[config.mk]
export PLATFORM = sky130hd
export DESIGN_NAME = oob_regfile
export DESIGN_NICKNAME = d
export VERILOG_FILES = /design/src/rtl/oob_regfile.sv
export SDC_FILE = /design/constraint.sdc
export NUM_CORES = 1
export LEC_CHECK = 0
export BUFFER_PORTS_ARGS = -buffer_cell sky130_fd_sc_hd__buf_2
export CAP_MARGIN = 20
export CORE_MARGIN = 4
export CORE_UTILIZATION = 30
export DETAILED_ROUTE_END_ITERATION = 12
export PLACE_DENSITY = 0.58
export SLEW_MARGIN = 10
export SYNTH_ARGS = -nofsm -noshare
export SYNTH_HDL_FRONTEND = slang
export SYNTH_SLANG_ARGS = --single-unit
[constraint.sdc]
create_clock -name clk -period 1.25 [get_ports clk]
set_clock_uncertainty 0.15 [all_clocks]
set_input_delay 0 -clock clk [delete_from_list [all_inputs] [get_ports clk]]
set_output_delay 0 -clock clk [all_outputs]
set_load 0.01 [all_outputs]
[src/rtl/oob_regfile.sv]
// Register file with bounds-checked word/bit writes and reads, OOB flags and sticky error status.
// Optional saturating OOB event counter is built when OOB_REGFILE_ERRCNT_EN is defined.
module oob_regfile #(
  parameter int unsigned WIDTH = 7,
  parameter int unsigned DEPTH = 6,
  parameter int unsigned IDXW  = 3,
  parameter int unsigned BIDXW = 3,
  parameter int unsigned CNTW  = 8
) (
  input  logic             clk,
  input  logic             rst,
  input  logic             wr_en,
  input  logic             wr_bit,
  input  logic [IDXW-1:0]  wr_idx,
  input  logic [BIDXW-1:0] wr_bidx,
  input  logic [WIDTH-1:0] wr_data,
  input  logic             rd_en,
  input  logic [IDXW-1:0]  rd_idx,
  output logic [WIDTH-1:0] rd_data,
  output logic             rd_valid,
  output logic             rd_oob,
  output logic             wr_oob,
  output logic             oob_sticky,
  input  logic             err_clr,
  output logic [CNTW-1:0]  err_cnt
);

  logic [WIDTH-1:0] mem [DEPTH];

  logic wr_idx_ok;
  logic wr_bidx_ok;
  logic rd_idx_ok;
  logic wr_oob_ev;
  logic rd_oob_ev;

  // Bounds decode; a bit write is only in range when both indices are
  always_comb begin
    wr_idx_ok  = 32'(wr_idx) < DEPTH;
    wr_bidx_ok = 32'(wr_bidx) < WIDTH;
    rd_idx_ok  = 32'(rd_idx) < DEPTH;
    wr_oob_ev  = wr_en && (!wr_idx_ok || (wr_bit && !wr_bidx_ok));
    rd_oob_ev  = rd_en && !rd_idx_ok;
  end

  // Storage update; out-of-range writes fall through untouched
  always_ff @(posedge clk) begin
    if (rst) begin
      mem <= '{default: '0};
    end else if (wr_en && wr_idx_ok) begin
      if (!wr_bit) begin
        mem[wr_idx] <= wr_data;
      end else if (wr_bidx_ok) begin
        mem[wr_idx][wr_bidx] <= wr_data[0];
      end
    end
  end

  // Read port samples storage before this edge's write lands
  always_ff @(posedge clk) begin
    if (rst) begin
      rd_valid <= 1'b0;
      rd_data  <= '0;
      rd_oob   <= 1'b0;
    end else begin
      rd_valid <= rd_en;
      if (rd_en) begin
        rd_oob  <= !rd_idx_ok;
        rd_data <= rd_idx_ok ? mem[rd_idx] : '0;
      end
    end
  end

  // Drop pulse and sticky status; clear takes priority over a same-edge event
  always_ff @(posedge clk) begin
    if (rst) begin
      wr_oob     <= 1'b0;
      oob_sticky <= 1'b0;
    end else begin
      wr_oob <= wr_oob_ev;
      if (err_clr) begin
        oob_sticky <= 1'b0;
      end else if (wr_oob_ev || rd_oob_ev) begin
        oob_sticky <= 1'b1;
      end
    end
  end

`ifdef OOB_REGFILE_ERRCNT_EN
  localparam int unsigned SUMW = CNTW + 1;

  logic [CNTW-1:0] cnt_q;
  logic [1:0]      ev_num;
  logic [SUMW-1:0] cnt_sum;

  // A read and a write OOB at the same edge add two events
  always_comb begin
    ev_num  = {1'b0, wr_oob_ev} + {1'b0, rd_oob_ev};
    cnt_sum = {1'b0, cnt_q} + SUMW'(ev_num);
  end

  always_ff @(posedge clk) begin
    if (rst || err_clr) begin
      cnt_q <= '0;
    end else if (cnt_sum[CNTW]) begin
      cnt_q <= '1;
    end else begin
      cnt_q <= cnt_sum[CNTW-1:0];
    end
  end

  assign err_cnt = cnt_q;
`else
  assign err_cnt = '0;
`endif

endmodule

# After elaboration in Yosys (flattened, before gate mapping)
# Index checks and enable logic that the tools add are counted.
# word_totals
ram_bits,0
input_bits,22
romBits,0
output_inout_bits,19
latchBits,0
regBits,53
mem_count,0
# classes
add_sub_neg,0
bitwise_logic,2
div_mod_pow,0
order_cmp,8
n_mux,14
mul,0
n_shift,0
n_reduce_logical,13
n_eq_ne,1
# ops
cell,n
42-bit bitwise mux,2
42-bit 2-to-1 mux,2
7-bit demux with 3-bit select,2
7-bit 2-to-1 mux,5
7-bit binary-select mux with 3-bit select,1
3-bit < comparator (second input constant),3
4-bit greater-or-equal comparator (second input constant),2
3-bit inverter with 4-bit output,2
1-bit logical AND,6
3-bit by 4-bit < comparator with 1-bit output (second input constant),1
4-bit by 1-bit < comparator with 1-bit output (second input constant),1
1-bit demux with 3-bit select,1
3-bit by 1-bit greater-or-equal comparator with 1-bit output (second input constant),1
1-bit zero test,3
1-bit logical OR,2
2-bit by 1-bit inequality test with 1-bit output (second input constant),1
2-bit AND reduction,1
2-bit OR reduction,1
1-bit 2-to-1 mux,1

# Longest topological paths before layout
# logic_depth
word_depth,9
mapped_depth,6

# Worst setup path before layout
# OpenSTA, ideal clock, no wires.
# synth_path
path_type,flip-flop to flip-flop
from,reg mem[13] in the netlist's numbering
to,reg rd_data[6]
path_stages_with_launch,4
period_less_slack_ns,1.280
t_required_ns,0.963
arrival_ns,0.993
n_path_buf,0
setup_slack_ns,-0.030
cell_sequence,dfxtp_1 > mux4_2 > a22oi_1 > a211oi_1
# synth_between
elab_chain_len,4
# synth_lines
item,line,text
"start, declared",28,logic [WIDTH-1:0] mem [DEPTH];
"start signal, assigned by index",51,mem[wr_idx] <= wr_data;
"start signal, assigned by index",53,mem[wr_idx][wr_bidx] <= wr_data[0];
7-bit binary-select mux with 3-bit select,68,rd_data <= rd_idx_ok ? mem[rd_idx] : '0;
7-bit 2-to-1 mux (implied by the code) (2 in a row),68,
7-bit 2-to-1 mux,68,
"end signal, assigned",68,
"end, declared",19,"output logic [WIDTH-1:0] rd_data,"
# No other way between the ends. The select of a mux whose other input is x is not followed.
# A chain may end at the register's enable or synchronous reset.

# Worst setup path after layout
# layout_path
from,reg mem[4] in the netlist's numbering
to,reg rd_data[4]
# Same word-level chain as after synthesis.

==> impl_metrics.json <==
{
  "r2r_start": "mem[4]",
  "synth.distinct_cells": 43,
  "tns_ns": -0.510,
  "cts_root_buffer": "clkbuf_8",
  "synth_top_cell_area_share_pct": 39.7,
  "core_area_sq_um": 8680,
  "fp.dieArea_sq_um": 10500,
  "htreeDepth": 2,
  "die_w_um": 102,
  "worstPathArrival_ns": 1.39,
  "clk_pin_slew_ns": 0.10,
  "max-clock-path-buffers": 2,
  "grtUsageTotal_pct": 13.8,
  "fin_crit_sh_pct": 108,
  "portBuffers": 32,
  "num-fill-cells": 895,
  "synth_edf_count": 0,
  "vias_per_cell": 5.13,
  "synthArstFlopShare_pct": 0,
  "maxCapViolCount": 0,
  "post-route-util_pct": 39.3,
  "floorplan.initialDensity_pct": 30.8,
  "place_area_sq_um": 3220,
  "grt_first_pass_wirelength_um": 11400,
  "dr.pass1.iters": 4,
  "ys_top_cells_by_area": "dfxtp_1 40%, a211oi_1 9.5%, a21oi_1 7.5%",
  "syn-instance-count": 279,
  "violations": "hold timing, setup timing",
  "antennaDiodeCount": 0,
  "hp-start": "rd_en",
  "wirelength_um": 7030,
  "p_leak_uw": 0.00126,
  "ios": 41,
  "rsz0062_at_grt": "yes",
  "yosysSeqAreaShare_pct": 39.7,
  "grt_antenna_before_repair": 0,
  "fmax_mhz": 742,
  "yosys_warnings": 0,
  "drc": 0,
  "netlist_area_sq_um": 2670,
  "overflow": 0,
  "run_status": "finished, violations left",
  "whs_ns": -0.133,
  "cts_num_sinks": 53,
  "regToRegSetupSlack_ns": -0.1,
  "ys_ff_latch": 53,
  "min_path_type": "in2reg",
  "power-per-cell-area_nw_per_um2": 968,
  "setup_viol": 7,
  "postRouteAntennaNets": 0,
  "critical_path.startpoint_type": "flop",
  "layout_setup_ws_ns": -0.0975,
  "grt_max_degree": 28,
  "crit_required_ns": 1.30,
  "synth_flop_cell": "dfxtp_1",
  "yosysTopAreaCell": "dfxtp_1",
  "rows": 34,
  "min_to": "rd_data[0]",
  "syn_area_per_cell_sq_um": 9.58,
  "vdd_drop_max_v": 0.000416,
  "insertion_delay_ns": 0.30,
  "cts_tree": "done",
  "vias": 2327,
  "detailed_place_hpwl_um": 5260,
  "wire_per_inst_um": 15.5,
  "gp_congestion": 0.744,
  "fin_crit_ns": 1.35,
  "worstHoldPathCells": 2,
  "cts_buffers": 5,
  "r2r-end": "rd_data[4]",
  "syn_to_final_growth_pct": 27.7,
  "grt_pass1_vias": 2320,
  "nets": 367,
  "dr.first_iter.drc_count": 151,
  "drive_gt1_share_pct": 38.2,
  "report.final.slew_viol_count": 0,
  "die_y_um": 102,
  "crit_path_end_kind": "flop",
  "hold_viol": 6,
  "worst_r2r_path_depth": 3,
  "final_area_sq_um": 3410,
  "path_max_fanout": 2,
  "critPathKind": "reg2reg"
}
registers in the layout, indices dropped and copies added (netlist names):
| signal | flops |
|---|---|
| wr_oob | 1 |
| rd_valid | 1 |
| rd_oob | 1 |
| oob_sticky | 1 |
| mem | 42 |
| rd_data | 7 |
cells in the final DEF (no fill, tap or decap), types with 4 or more instances in the layout:
cell	netlist	layout
a22oi_2	0	7
mux2_2	7	7
buf_4	12	42
a211oi_1	34	33
dfxtp_2	0	7
dfxtp_1	53	46
mux4_2	7	7
nand2_1	11	11
a21oi_1	40	40
a311oi_1	7	7
mux2i_1	4	4
a211oi_2	3	4
nor2b_1	10	10
nor2_1	19	19
buf_2	9	32
buf_12	0	5
conb_1	1	8
a41oi_1	4	4
inv_1	4	4
dlygate4sd3_1	0	5
clkbuf_8	0	5
stage by stage:
step | cells | setup WS [ns] | total power (uW)
floorplan | 286 | -0.0127 | 2140
global placement | 440 | -0.159 | 2360
detailed placement | 440 | -0.177 | 2370
CTS | 453 | -0.112 | 3350
global route | 454 | -0.119 | 3470
finish | 454 | -0.0975 | 3300
routing by layer:
layer  vias up  track usage, %  routed length [um]
li1       1179               -                   -
met1      1096            17.6                3050
met2        42            23.9                3620
met3        10            2.80                 280
met4         0            3.53                  72
met5         -               0                   0
worst max-delay path: stages, from the launching register on:
cell	delay [ns]
dfxtp_1	0.32
mux4_2	0.48
a22oi_2	0.19
a211oi_1	0.09
cell families (layout without fill, tap and decap cells):
kind of cell           count (synthesis)  count (layout)  synth area share (%)
AOI/OAI and AO/OA                    113             113                  30.3
and+or+nand+nor                       58              58                  12.1
DFF                                   53              53                  39.7
buffers and inverters                 36              96                  7.44
muxes                                 18              18                  10.3
other                                  1               8                 0.140
what timing repair did:
| item | in CTS | in global routing |
|---|---|---|
| pin swaps | 4 | 3 |
| setup buffers | 1 | 0 |
| setup endpoints to repair | 7 | 7 |
| gates resized for setup | 10 | 5 |
| hold endpoints to repair | 13 | 5 |
| hold buffers | 4 | 1 |
cell type report:
cell class	count	area [sq um]	area share, %
multi-input cells	197	1480	43.4
flip-flops and latches	53	1070	31.3
repair buffers	84	626	18.3
well taps	108	135	3.96
clock buffers	6	72.6	2.13
clock inverters	2	15.0	0.440
inverters	4	15.0	0.440
synth_stat cells (7+ instances only):
library cell	number
buf_2	9
mux4_2	7
nand2_1	11
buf_4	12
nor2_1	19
nor2b_1	10
dfxtp_1	53
clkbuf_1	9
a211oi_1	34
a311oi_1	7
a21oi_1	40
mux2_2	7
a22oi_1	7
report_power, final:
part | total, uW | switching [uW] | internal, uW
sequential | 1760 | 22.1 | 1740
clock | 955 | 559 | 396
combinational | 592 | 328 | 264
worst max path at each step:
stage / startpoint / to / slack, ns / cells past startpoint
2_1_floorplan: mem[13] / rd_data[6] / -0.01 / 3
3_3_place_gp: wr_bit / mem[35] / -0.16 / 5
3_5_place_dp: wr_bit / mem[21] / -0.18 / 6
4_1_cts: mem[4] / rd_data[4] / -0.11 / 3
5_1_grt: mem[4] / rd_data[4] / -0.12 / 3
6_report: mem[4] / rd_data[4] / -0.1 / 3
Power figures use the tool's default switching activity.
